===== config.mk =====
export PLATFORM = sky130hd
export DESIGN_NAME = t05_htree_mem_ctrl_flat
export DESIGN_NICKNAME = d
export VERILOG_FILES = /design/src/rtl/t05_htree_mem_ctrl_if.sv /design/src/rtl/t05_htree_mem_ctrl.sv /design/src/flat_wrapper.sv
export SDC_FILE = /design/constraint.sdc
export NUM_CORES = 1
export LEC_CHECK = 0
export CELL_PAD_IN_SITES_DETAIL_PLACEMENT = 1
export CELL_PAD_IN_SITES_GLOBAL_PLACEMENT = 1
export CORE_UTILIZATION = 40
export CTS_BUF_LIST = sky130_fd_sc_hd__clkbuf_4
export DETAILED_ROUTE_END_ITERATION = 8
export PLACE_DENSITY_LB_ADDON = 0.1
export SYNTH_ARGS = -nofsm -noshare
export SYNTH_HDL_FRONTEND = slang
export SYNTH_SLANG_ARGS = --single-unit

===== constraint.sdc =====
create_clock -name clk -period 3.3 [get_ports clk]
set_clock_uncertainty 0.15 [all_clocks]
set_input_delay 0.66 -clock clk [delete_from_list [all_inputs] [get_ports clk]]
set_output_delay 0.66 -clock clk [all_outputs]
set_load 0.01 [all_outputs]

===== src/rtl/t05_htree_mem_ctrl_if.sv =====
// Bundle between the Huffman-tree memory controller and its environment:
// the tree-builder write port, the codebook-walker read port and the
// 32-bit SRAM port.
//   master : requesters + SRAM side (drives requests, sram_rdata, sram_busy)
//   slave  : the controller (drives pulses, rd_node, busy, SRAM strobes)
interface t05_htree_mem_ctrl_if;
    logic        rd_req;
    logic [6:0]  rd_index;
    logic        rd_valid;
    logic [70:0] rd_node;
    logic        wr_req;
    logic [6:0]  wr_index;
    logic [70:0] wr_node;
    logic        wr_done;
    logic        busy;
    logic [31:0] sram_addr;
    logic [31:0] sram_wdata;
    logic [31:0] sram_rdata;
    logic        sram_read;
    logic        sram_write;
    logic        sram_busy;

    modport master (
        output rd_req, rd_index, wr_req, wr_index, wr_node, sram_rdata, sram_busy,
        input  rd_valid, rd_node, wr_done, busy, sram_addr, sram_wdata, sram_read, sram_write
    );

    modport slave (
        input  rd_req, rd_index, wr_req, wr_index, wr_node, sram_rdata, sram_busy,
        output rd_valid, rd_node, wr_done, busy, sram_addr, sram_wdata, sram_read, sram_write
    );
endinterface


===== src/rtl/t05_htree_mem_ctrl.sv =====
// SRAM sequencer/arbiter for the 71-bit Huffman tree node array.
// A node {max_index[6:0], left[8:0], right[8:0], sum[45:0]} occupies three
// 32-bit words at BASE_ADDR + index*NODE_BYTES + 4k:
//   w0 = node[31:0], w1 = node[63:32], w2 = {25'b0, node[70:64]}.
// Ports:
//   clk, nrst : clock, synchronous active-low reset
//   bus       : slave side of t05_htree_mem_ctrl_if (read port, write port,
//               busy, SRAM port). A word completes on a cycle with its strobe
//               high and sram_busy low.
// A one-node read cache returns a repeated read of the same index one cycle
// after the request is sampled, without touching the SRAM.
module t05_htree_mem_ctrl #(
    parameter logic [31:0] BASE_ADDR  = 32'h0000_0000,
    parameter int unsigned NODE_BYTES = 12
) (
    input logic                  clk,
    input logic                  nrst,
    t05_htree_mem_ctrl_if.slave  bus
);

    typedef enum logic [1:0] {IDLE, XFER, DONE} state_t;

    state_t      state;
    logic        op_write;
    logic [1:0]  word_cnt;
    logic [6:0]  idx;
    logic [70:0] node_buf;      // write data, or read assembly for w0/w1
    logic        cache_valid;
    logic [6:0]  cache_index;
    logic [70:0] cache_node;
    logic        last_grant_wr; // 1: the last contended grant went to write
    logic        grant_wr;
    logic        rd_hit;

    function automatic logic [31:0] word_addr(input logic [6:0] index, input logic [1:0] k);
        return BASE_ADDR + 32'(index) * NODE_BYTES + 32'(k) * 32'd4;
    endfunction

    function automatic logic [31:0] word_data(input logic [70:0] node, input logic [1:0] k);
        logic [31:0] w;
        unique case (k)
            2'd0:    w = node[31:0];
            2'd1:    w = node[63:32];
            default: w = {25'b0, node[70:64]};
        endcase
        return w;
    endfunction

    // Round-robin only matters under contention: the side that did not win
    // the previous contention gets the port.
    always_comb begin
        grant_wr = bus.wr_req && (!bus.rd_req || !last_grant_wr);
        rd_hit   = cache_valid && (cache_index == bus.rd_index);
        bus.busy = (state != IDLE);
    end

    always_ff @(posedge clk) begin
        if (!nrst) begin
            state          <= IDLE;
            op_write       <= 1'b0;
            word_cnt       <= '0;
            idx            <= '0;
            node_buf       <= '0;
            cache_valid    <= 1'b0;
            cache_index    <= '0;
            cache_node     <= '0;
            last_grant_wr  <= 1'b1;
            bus.rd_valid   <= 1'b0;
            bus.rd_node    <= '0;
            bus.wr_done    <= 1'b0;
            bus.sram_addr  <= '0;
            bus.sram_wdata <= '0;
            bus.sram_read  <= 1'b0;
            bus.sram_write <= 1'b0;
        end else begin
            unique case (state)
                IDLE: begin
                    if (bus.rd_req || bus.wr_req) begin
                        if (bus.rd_req && bus.wr_req) begin
                            last_grant_wr <= grant_wr;
                        end
                        word_cnt <= '0;
                        if (grant_wr) begin
                            op_write       <= 1'b1;
                            idx            <= bus.wr_index;
                            node_buf       <= bus.wr_node;
                            bus.sram_addr  <= word_addr(bus.wr_index, 2'd0);
                            bus.sram_wdata <= word_data(bus.wr_node, 2'd0);
                            bus.sram_write <= 1'b1;
                            state          <= XFER;
                        end else if (rd_hit) begin
                            op_write     <= 1'b0;
                            bus.rd_node  <= cache_node;
                            bus.rd_valid <= 1'b1;
                            state        <= DONE;
                        end else begin
                            op_write      <= 1'b0;
                            idx           <= bus.rd_index;
                            bus.sram_addr <= word_addr(bus.rd_index, 2'd0);
                            bus.sram_read <= 1'b1;
                            state         <= XFER;
                        end
                    end
                end
                XFER: begin
                    if (!bus.sram_busy) begin
                        if (word_cnt == 2'd2) begin
                            bus.sram_read  <= 1'b0;
                            bus.sram_write <= 1'b0;
                            state          <= DONE;
                            if (op_write) begin
                                bus.wr_done <= 1'b1;
                                if (idx == cache_index) begin
                                    cache_node <= node_buf;
                                end
                            end else begin
                                // Last word goes straight to rd_node and the cache;
                                // only its low 7 bits carry node data.
                                bus.rd_valid <= 1'b1;
                                bus.rd_node  <= {bus.sram_rdata[6:0], node_buf[63:0]};
                                cache_node   <= {bus.sram_rdata[6:0], node_buf[63:0]};
                                cache_index  <= idx;
                                cache_valid  <= 1'b1;
                            end
                        end else begin
                            if (!op_write) begin
                                if (word_cnt == 2'd0) node_buf[31:0]  <= bus.sram_rdata;
                                else                  node_buf[63:32] <= bus.sram_rdata;
                            end
                            word_cnt       <= word_cnt + 2'd1;
                            bus.sram_addr  <= word_addr(idx, word_cnt + 2'd1);
                            bus.sram_wdata <= word_data(node_buf, word_cnt + 2'd1);
                        end
                    end
                end
                DONE: begin
                    bus.rd_valid <= 1'b0;
                    bus.wr_done  <= 1'b0;
                    state        <= IDLE;
                end
                default: state <= IDLE;
            endcase
        end
    end

endmodule


===== src/flat_wrapper.sv =====
// flat-port wrapper written by rule: the top's interface ports become plain ports
module t05_htree_mem_ctrl_flat 
#(
    parameter logic [31:0] BASE_ADDR  = 32'h0000_0000,
    parameter int unsigned NODE_BYTES = 12
)
  (clk, nrst, bus_rd_req, bus_rd_index, bus_wr_req, bus_wr_index, bus_wr_node, bus_sram_rdata, bus_sram_busy, bus_rd_valid, bus_rd_node, bus_wr_done, bus_busy, bus_sram_addr, bus_sram_wdata, bus_sram_read, bus_sram_write);
  t05_htree_mem_ctrl_if bus_i ();
  input logic clk;
  input logic nrst;
  input wire logic [$bits(bus_i.rd_req)-1:0] bus_rd_req;
  input wire logic [$bits(bus_i.rd_index)-1:0] bus_rd_index;
  input wire logic [$bits(bus_i.wr_req)-1:0] bus_wr_req;
  input wire logic [$bits(bus_i.wr_index)-1:0] bus_wr_index;
  input wire logic [$bits(bus_i.wr_node)-1:0] bus_wr_node;
  input wire logic [$bits(bus_i.sram_rdata)-1:0] bus_sram_rdata;
  input wire logic [$bits(bus_i.sram_busy)-1:0] bus_sram_busy;
  output wire logic [$bits(bus_i.rd_valid)-1:0] bus_rd_valid;
  output wire logic [$bits(bus_i.rd_node)-1:0] bus_rd_node;
  output wire logic [$bits(bus_i.wr_done)-1:0] bus_wr_done;
  output wire logic [$bits(bus_i.busy)-1:0] bus_busy;
  output wire logic [$bits(bus_i.sram_addr)-1:0] bus_sram_addr;
  output wire logic [$bits(bus_i.sram_wdata)-1:0] bus_sram_wdata;
  output wire logic [$bits(bus_i.sram_read)-1:0] bus_sram_read;
  output wire logic [$bits(bus_i.sram_write)-1:0] bus_sram_write;
  assign bus_i.rd_req = bus_rd_req;
  assign bus_i.rd_index = bus_rd_index;
  assign bus_i.wr_req = bus_wr_req;
  assign bus_i.wr_index = bus_wr_index;
  assign bus_i.wr_node = bus_wr_node;
  assign bus_i.sram_rdata = bus_sram_rdata;
  assign bus_i.sram_busy = bus_sram_busy;
  assign bus_rd_valid = bus_i.rd_valid;
  assign bus_rd_node = bus_i.rd_node;
  assign bus_wr_done = bus_i.wr_done;
  assign bus_busy = bus_i.busy;
  assign bus_sram_addr = bus_i.sram_addr;
  assign bus_sram_wdata = bus_i.sram_wdata;
  assign bus_sram_read = bus_i.sram_read;
  assign bus_sram_write = bus_i.sram_write;
  t05_htree_mem_ctrl #(.BASE_ADDR(BASE_ADDR), .NODE_BYTES(NODE_BYTES)) u_core (.clk(clk), .nrst(nrst), .bus(bus_i));
endmodule

==> results of run 1 <==
==> power groups by stage <==
stage	registers (uW)	clock network, uW	logic [uW]
after CTS	4260	3360	3160
final	4260	3250	3140
after global placement	4310	0	3070
after global routing	4320	3560	3450
after detailed placement	4330	0	3140
after floorplan	4300	0	1830
==> synthesized netlist by cell type (all sizes together) (4+ instances only) <==
library cell,count,area share (%)
a311oi,30,2.0
a21boi,4,0.23
dfxtp,280,42
xnor2,17,1.1
nor2b,30,1.4
nor2,272,7.7
a221o,7,0.53
a211oi,148,8.4
mux2,8,0.68
nand2b,8,0.38
ha,32,3.0
o21ai,34,1.3
a31oi,8,0.38
a21o,5,0.28
buf,54,2.4
nor3b,6,0.34
mux2i,162,12
nand2,82,2.3
nand3,18,0.68
a21oi,84,3.2
a22o,25,1.6
fa,4,0.60
o211ai,10,0.57
o21a,4,0.23
nor3,5,0.23
xor2,8,0.58
inv,19,0.54
clkbuf,84,2.4
==> registers in the layout, indices dropped and copies added, names as in the netlist <==
register,count
u_core.bus.rd_node,71
u_core.bus.rd_valid,1
u_core.bus.sram_addr,10
u_core.bus.sram_read,1
u_core.bus.sram_wdata,32
u_core.bus.sram_write,1
u_core.bus.wr_done,1
u_core.cache_index,7
u_core.cache_node,71
u_core.cache_valid,1
u_core.idx,7
u_core.last_grant_wr,1
u_core.node_buf,71
u_core.op_write,1
u_core.state,2
u_core.word_cnt,2
==> repair_timing <==
item,4_1_cts,5_1_grt
setup endpoints to repair,0,1
gates resized for setup,0,2
buffers inserted,0,1
==> logic make-up (layout without fill, tap and decap cells) <==
family | after synthesis | after routing | share of synthesized area [%]
AO/OA/AOI/OAI | 381 | 381 | 20.2
XOR/XNOR | 25 | 25 | 1.71
adder cells (fa/ha/maj) | 36 | 36 | 3.62
buffers and inverters | 159 | 438 | 5.36
flip-flops | 280 | 280 | 42.2
multiplexers | 170 | 170 | 12.9
other | 1 | 23 | 0.0283
AND/OR/NAND/NOR | 438 | 438 | 14.0
==> per-layer routing <==
metal | GRT usage (%) | share of wire, %
met2 | 39.9 | 47
met3 | 4.43 | 5.0
met4 | 7.93 | 2.0
met5 | 0 | 0.027
met1 | 31.7 | 46
==> worst reg2reg max path, stage by stage, from the launching register on <==
cell and delay, ns:
dfxtp_1 0.36, ha_1 0.27, fa_2 0.45, xor2_2 0.23, nand3_1 0.18, or4_4 0.52
or3_1 0.31, or4_1 0.41, a21oi_1 0.15
==> final cells by class <==
class                           count  area share, %
Antenna cell                        1         0.0146
Clock buffer                      124           5.43
Clock inverter                     14          0.562
Inverter                           21          0.503
Multi-Input combinational cell   1072           41.4
Sequential cell                   280           32.7
Tap cell                          442           3.22
Timing Repair Buffer              279           16.2
==> worst paths after layout <==
check | slack (ns) | end
worst max-delay path | 0.21 | bus_busy
worst min-delay path | 0.30 | u_core.bus.sram_addr[6]
worst max register to register | 0.22 | u_core.bus.sram_addr[11]
worst min register to register | 0.30 | u_core.bus.sram_addr[6]
==> stage by stage <==
| step | TNS (ns) | power, uW | cells |
|---|---|---|---|
| 2_1_floorplan | 0 | 6130 | 1511 |
| 3_3_place_gp | 0 | 7380 | 2093 |
| 3_5_place_dp | -0.101 | 7470 | 2093 |
| 4_1_cts | 0 | 10800 | 2231 |
| 5_1_grt | 0 | 11300 | 2233 |
| 6_report | 0 | 10700 | 2233 |
==> impl_metrics.env, run 1 <==
export IMPL_min_delay_path_class="flop to flop"
export IMPL_ant_nets=0
export IMPL_max_cap_violations=0
export IMPL_grt_start_max_net_pins=125
export IMPL_drc=0
export IMPL_path_buf_inv=4
export IMPL_cp_end_kind="output pin"
export IMPL_syn_area_per_cell_um2=8.91
export IMPL_grt_pass1_wl_um=64800
export IMPL_cts_root_buffer="clkbuf_4"
export IMPL_cts_max_level=3
export IMPL_place_gp_congestion=0.839
export IMPL_final_common_cell="dfxtp_1"
export IMPL_dp_hpwl_um=28100
export IMPL_final_min_clock_period_ns=3.09
export IMPL_mostFrequentLayoutCells="280 x dfxtp_1, 271 x nor2_1, 239 x clkdlybuf4s50_1"
export IMPL_clk_latency_ns=0.70
export IMPL_combinationalPowerShare_pct=29.5
export IMPL_status="finished, final reports clean"
export IMPL_wl_um=41200
export IMPL_finalSetupViolations=0
export IMPL_p_int_uw=7050
export IMPL_grt_overflow=0
export IMPL_tightest_slew_ns=1.06
export IMPL_drive_gt1_share_pct=11.2
export IMPL_cpPeakStageDelay_ns=0.57
export IMPL_ff2ff_path_depth=8
export IMPL_die_area_um2=33900
export IMPL_min_from="u_core.bus.sram_addr[6]"
export IMPL_post_route_util_pct=52.6
export IMPL_clock_path_buffers=3
export IMPL_cts_buffers=78
export IMPL_wl_per_cell_um=18.4
export IMPL_ys_warn_count=0
export IMPL_cp_common_cell="inv_1"
export IMPL_fin_crit_sh_pct=93.6
export IMPL_port_buffers=239
export IMPL_antenna_found_initial=2
export IMPL_ir_drop_v=0.000252
export IMPL_holdPathStages=2
export IMPL_switching_power_uw=3610
export IMPL_detail_route_iter0_violations=473
export IMPL_io_pins=262
export IMPL_cts_tree="yes"
export IMPL_p_seq_share_pct=40.0
export IMPL_rsz0062_at_grt="no"
export IMPL_fin_area_um2=17200
export IMPL_place_area_um2=16100
export IMPL_die_h_um=184
export IMPL_seq_area_frac_synth_pct=42.2
export IMPL_cpMaxStageDelayCell="clkdlybuf4s50_1"
export IMPL_vias=12000
export IMPL_power_switching_share_pct=33.9
export IMPL_first_pass_iters=4
export IMPL_maxSlewViolCount=0
export IMPL_hold_ws_ns=0.303
export IMPL_grt_usage_pct=24.2
export IMPL_initial_core_util_pct=40.7
export IMPL_finalHoldViolCount=0
export IMPL_critPathLaunch="u_core.state[1]"
export IMPL_cts_hold_buffers=0
export IMPL_yosys_most_used_dff="dfxtp_1"
export IMPL_r2r_start="u_core.idx[0]"
export IMPL_core_area_um2=32600
export IMPL_crit_fanout=15
export IMPL_fin_ws_ns=0.212
export IMPL_ff_latch_area_um2=5610
export IMPL_crit_chain="inv_1 -> ha_1 -> buf_4 -> inv_1 -> clkdlybuf4s50_1"
export IMPL_path_depth=5
export IMPL_worstPathArrival_ns=2.28
export IMPL_clkPwrFrac_pct=30.5
export IMPL_post_place_ws_ns=-0.0538
export IMPL_fmax_ghz=0.324
export IMPL_nFillCells=3774
export IMPL_slew_headroom_pct=29.4
export IMPL_synth_seq_cells=280
export IMPL_ys_types=65
export IMPL_syn_to_final_growth_pct=29.2
export IMPL_critPathKind="flop to output pin"
export IMPL_synth_edf_count=0
export IMPL_avgViaCountPerCell=5.35
export IMPL_start_kind="flop"
export IMPL_clk_pin_slew_ns=0.06
export IMPL_rows=66
export IMPL_fin_nets=1890
export IMPL_grt_pass1_vias=12100
export IMPL_cp_required_ns=2.49
export IMPL_syn_inst=1490
export IMPL_power_density_nw_per_um2=622
export IMPL_multi_input_area_um2=7100
export IMPL_fp_dieW_um=184
export IMPL_synth_area_um2=13300
export IMPL_cts_num_sinks=280
export IMPL_ys_async_sr_fraction_pct=0
export IMPL_crit_family="buffers and inverters"
export IMPL_p_leak_uw=0.00671
Power figures use the tool's default switching activity.
==> run 2: changes to the inputs <==
CTS_BUF_LIST = sky130_fd_sc_hd__clkbuf_8   (was sky130_fd_sc_hd__clkbuf_4)
==> impl_metrics.env, run 2 (synthesized netlist as in run 1, its figures left out) <==
export IMPL_status="finished, final reports clean"
export IMPL_final_common_cell="dfxtp_1"
export IMPL_antenna_found_initial=1
export IMPL_post_place_ws_ns=-0.0538
export IMPL_hold_end="u_core.bus.sram_addr[6]"
export IMPL_detail_route_iter0_violations=478
export IMPL_fmax_ghz=0.324
export IMPL_vias=11800
export IMPL_place_area_um2=16100
export IMPL_rows=66
export IMPL_port_buffers=239
export IMPL_ant_nets=0
export IMPL_crit_fanout=5
export IMPL_rr_endpoint="u_core.bus.sram_addr[11]"
export IMPL_fin_crit_sh_pct=93.6
export IMPL_min_from="u_core.bus.sram_addr[6]"
export IMPL_wl_per_cell_um=18.8
export IMPL_cts_root_buffer="clkbuf_8"
export IMPL_drc=0
export IMPL_holdPathStages=2
export IMPL_finalNonFillerCells=2180
export IMPL_fp_dieW_um=184
export IMPL_finalSetupViolations=0
export IMPL_crit_chain="ha_1 -> fa_2 -> xor2_2 -> nand3_1 -> or4_4 -> or3_1 -> or4_1 -> a21oi_1"
export IMPL_cp_required_ns=3.64
export IMPL_slew_headroom_pct=29.0
export IMPL_die_area_um2=33900
export IMPL_clk_latency_ns=0.57
export IMPL_placedCellCount=2093
export IMPL_finalHoldViolCount=0
export IMPL_cpMaxStageDelayCell="or4_4"
export IMPL_drive_gt1_share_pct=8.17
export IMPL_cts_buffers=50
export IMPL_grt_usage_pct=24.0
export IMPL_post_route_util_pct=52.5
export IMPL_grt_start_max_net_pins=125
export IMPL_r2r_start="u_core.idx[0]"
export IMPL_first_pass_iters=5
export IMPL_max_cap_violations=0
export IMPL_cp_end_kind="flop"
export IMPL_start_kind="flop"
export IMPL_place_gp_congestion=0.839
export IMPL_initial_core_util_pct=40.7
export IMPL_cts_tree="yes"
export IMPL_grt_pass1_vias=11900
export IMPL_grt_overflow=0
export IMPL_worstPathArrival_ns=3.43
export IMPL_fin_area_um2=17100
export IMPL_diodes=0
export IMPL_fin_ws_ns=0.211
export IMPL_clock_path_buffers=3
export IMPL_min_delay_path_class="flop to flop"
export IMPL_io_pins=262
export IMPL_p_leak_uw=0.00668
export IMPL_syn_to_final_growth_pct=29.1
export IMPL_maxSlewViolCount=0
export IMPL_tightest_slew_ns=1.06
export IMPL_hold_ws_ns=0.302
export IMPL_clk_pin_slew_ns=0.06
export IMPL_dp_hpwl_um=28100
export IMPL_critPathLaunch="u_core.idx[0]"
export IMPL_reg_top3="u_core.bus.rd_node (71), u_core.cache_node (71), u_core.node_buf (71)"
export IMPL_fin_nets=1862
export IMPL_final_min_clock_period_ns=3.09
export IMPL_cts_num_sinks=280
export IMPL_mostFrequentLayoutCells="280 x dfxtp_1, 271 x nor2_1, 239 x clkdlybuf4s50_1"
export IMPL_die_h_um=184
export IMPL_rsz0062_at_grt="no"
export IMPL_power_density_nw_per_um2=622
export IMPL_wl_um=41000
export IMPL_core_area_um2=32600
export IMPL_grt_pass1_wl_um=64600
export IMPL_ff2ff_path_depth=8
export IMPL_nFillCells=3757
export IMPL_cpPeakStageDelay_ns=0.53
export IMPL_cts_max_level=2
export IMPL_ir_drop_v=0.000246
export IMPL_critPathKind="flop to flop"
export IMPL_r2r_slack_ns=0.21
export IMPL_avgViaCountPerCell=5.39
run 2: what timing repair did:
| item | 4_1_cts | 5_1_grt |
|---|---|---|
| resized for setup | 0 | 2 |
| hold endpoints to repair | 0 | 0 |
| hold buffers | 0 | 0 |
| buffers inserted | 0 | 1 |
| endpoints found under the setup margin | 0 | 1 |
run 2: metrics by stage:
step / setup TNS (ns) / power (uW)
6_report: 0 / 10700
2_1_floorplan: 0 / 6130
3_3_place_gp: 0 / 7380
4_1_cts: 0 / 10700
5_1_grt: 0 / 11300
3_5_place_dp: -0.101 / 7470
run 2: worst max-delay path by stage:
stage	endpoint	cells past startpoint
finish	u_core.bus.sram_addr[11]	8
global route	u_core.bus.sram_addr[11]	8
CTS	u_core.bus.sram_addr[11]	8
detailed placement	u_core.bus.rd_node[20]	8
global placement	u_core.bus.rd_node[45]	8
floorplan	u_core.bus.sram_addr[11]	8
run 2: power breakdown:
group | switching (uW) | total, uW | internal (uW)
Clock | 1440 | 3240 | 1810
Combinational | 1720 | 3150 | 1430
Sequential | 417 | 4260 | 3850
Total | 3580 | 10700 | 7080
run 2: worst max-delay path: cells and delay by family (launching register included):
kind,cells,cell delay [ns]
adders and majority gates,2,0.72
DFF,1,0.36
and+or+nand+nor,4,1.43
AOI/OAI and AO/OA,1,0.15
xor gates and xnor gates,1,0.22
run 2: cell type report:
type	count	area, um^2	share of cell area [%]
multi-input cells	1072	7100	41.4
inverters	21	86.3	0.504
clock inverters	22	129	0.752
flip-flops and latches	280	5610	32.7
repair buffers	279	2780	16.2
well taps	442	553	3.23
clock buffers	64	881	5.14
run 2: per-layer routing:
metal | global-route usage [%] | part of all wire [%] | routed length (um) | vias up
met5 | 0 | 0.027 | 11 | -
met4 | 6.47 | 2.1 | 869 | 2
met3 | 3.79 | 4.3 | 1750 | 69
met2 | 40.0 | 47 | 19400 | 246
met1 | 32.1 | 46 | 18900 | 5697
li1 | - | - | - | 5741
==> edit (config.mk and constraints of run 1) <==
Reset style: asynchronous (`nrst`), changed in one clocked block. Comments in the files are not updated.
--- a/src/rtl/t05_htree_mem_ctrl.sv
+++ b/src/rtl/t05_htree_mem_ctrl.sv
@@ -56,3 +56,3 @@
 
-    always_ff @(posedge clk) begin
+    always_ff @(posedge clk or negedge nrst) begin
         if (!nrst) begin
Check against the original RTL: not settled (the Yosys comparison gave no result); the edit may change what the design does.
==> edit against run 1 <==
Setup slack improved by 0.13 ns. Sequential cell count unchanged. Maximum frequency up 4.4%. Worst hold slack improved by 0.023 ns. Synthesized area is 3.1% higher. Wire length shrank 1.6%. Design area grew 3.4%.
Power is not compared: it rests on default switching activity, and its combinational part moved more than twofold at a synthesized area within 25%.
==> edit: results (changes against run 1) <==
- Status: finished clean
* Vias per std cell: 5.25 (-1.9%)
- The signal arrival time at the worst endpoint is 3.36 ns (+1.08 ns).
* Cell depth of the worst flop-to-flop path: 7 (-1)
- Placed inst area: 16,700 sq um (+3.8%)
* Aggregate global-route resource usage: 23.7% (-0.50 points)
* Maximum number of pins on one net before global-route repair: 110 (-12%)
- The final-layout clock-cell area share came to 5.66% (-0.33 points).
- Number of inverters outside the clock class in the layout: 18 (-14%)
- Die area: 34,900 sq um (+3.1%)
- Filler Cell Count: 3,799 (+0.66%)
- The weighted congestion at the end of routability-driven global placement was 0.771 (-8.2%).
- The endpoint identified for the worst register-to-register timing path is u_core.bus.sram_addr[11].
- Worst Hold Endpoint: u_core.bus.sram_wdata[14]
* Register share of the cell area: 39.5% (+6.8 points)
- The share of cells above drive strength 1 was 15.4% (+4.1 points).
- Worst slack after detailed placement: 0.106 ns (+0.159 ns)
* Cells taking the most area after synthesis: dfrtp_1 (51%), mux2_2 (6.5%), a21oi_1 (6.1%), nand2_1 (5.5%), nor2_1 (4.9%)
- The number of nets in the finished design is 1,853 (-2.0%).
- Worst R2R Start: u_core.idx[1]
- Number of buffers added to fix hold violations after cts: 1 (+1)
- Critical hold path startpoint: u_core.bus.sram_wdata[14]
- Maximum fanout along the worst path: 6 (-9)
* # clk buffers: 120 (-3.2%)
* Asr flop ratio synth: 100% (+100 points)
- The share of final layout cell area taken by non-clock buffers was 16.3% (+0.12 points).
- Placed cell count: 2,062 (-1.5%)
- First drt pass iteration count: 5 (+1)
- Grouping stages by cell kind, the critical path spends the most delay in simple AND/OR/NAND/NOR gates.
* Number of violations reported at the end of detailed-routing iteration 0: 541 (+14%)
* Sequential area share after synthesis: 51.2% (+9.0 points)
- Post-detail-place hpwl: 27.4 mm (-2.4%)
* Clock buffers created by TritonCTS: 81 (+3.8%)
- Multi-input combinational gate total: 1,035 (-3.5%)
- The post-detailed-route wirelength per cell came to 18.4 um (-0.42%).
* Nonclk buf count: 282 (+1.1%)
- Antenna diode count: 2 (+1)
- The mean cell area of the mapped netlist came to 9.59 sq um (+7.7%).
-- edit: worst max path at each step --
| stage | from | end | slack, ns | depth (start not counted) |
|---|---|---|---|---|
| CTS | u_core.idx[1] | u_core.bus.sram_addr[11] | 0.31 | 7 |
| finish | u_core.idx[1] | u_core.bus.sram_addr[11] | 0.34 | 7 |
| detailed placement | bus_wr_index[1] | u_core.bus.sram_addr[9] | 0.11 | 10 |
| floorplan | u_core.word_cnt[0] | u_core.bus.sram_addr[8] | 0.53 | 11 |
| global route | u_core.state[0] | bus_busy | 0.23 | 3 |
| global placement | bus_rd_index[2] | u_core.bus.sram_addr[9] | 0.14 | 9 |
-- edit: cell families after synthesis --
family / synth area share (%)
AO/OA/AOI/OAI: 18.1
AND/OR/NAND/NOR: 13.9
adder cells (fa/ha/maj): 3.24
other: 0.0274
buffers and inverters: 4.50
multiplexers: 7.38
XOR/XNOR: 1.60
flip-flops: 51.2
-- edit: routing by layer --
| layer | global-route usage (%) | vias up | part of all wire (%) |
|---|---|---|---|
| met4 | 6.43 | 0 | 1.5 |
| met2 | 38.8 | 267 | 48 |
| met5 | 0 | - | 0 |
| met1 | 31.9 | 5732 | 46 |
| met3 | 4.73 | 52 | 4.1 |
| li1 | - | 5533 | - |
-- edit: stage by stage --
stage                     hold slack [ns]  utilization, %
after floorplan                     0.214               -
after global placement              0.303            49.7
after detailed placement            0.314            49.7
after CTS                           0.328            52.8
after global routing                0.357            52.8
final                               0.326            52.8
-- edit: worst register-to-register path: cells and delay by family (launching register included) --
kind | cells | cell delay [ns]
simple gates | 3 | 0.84
flops | 1 | 0.47
fa+ha+maj | 2 | 0.75
compound gates | 2 | 0.61
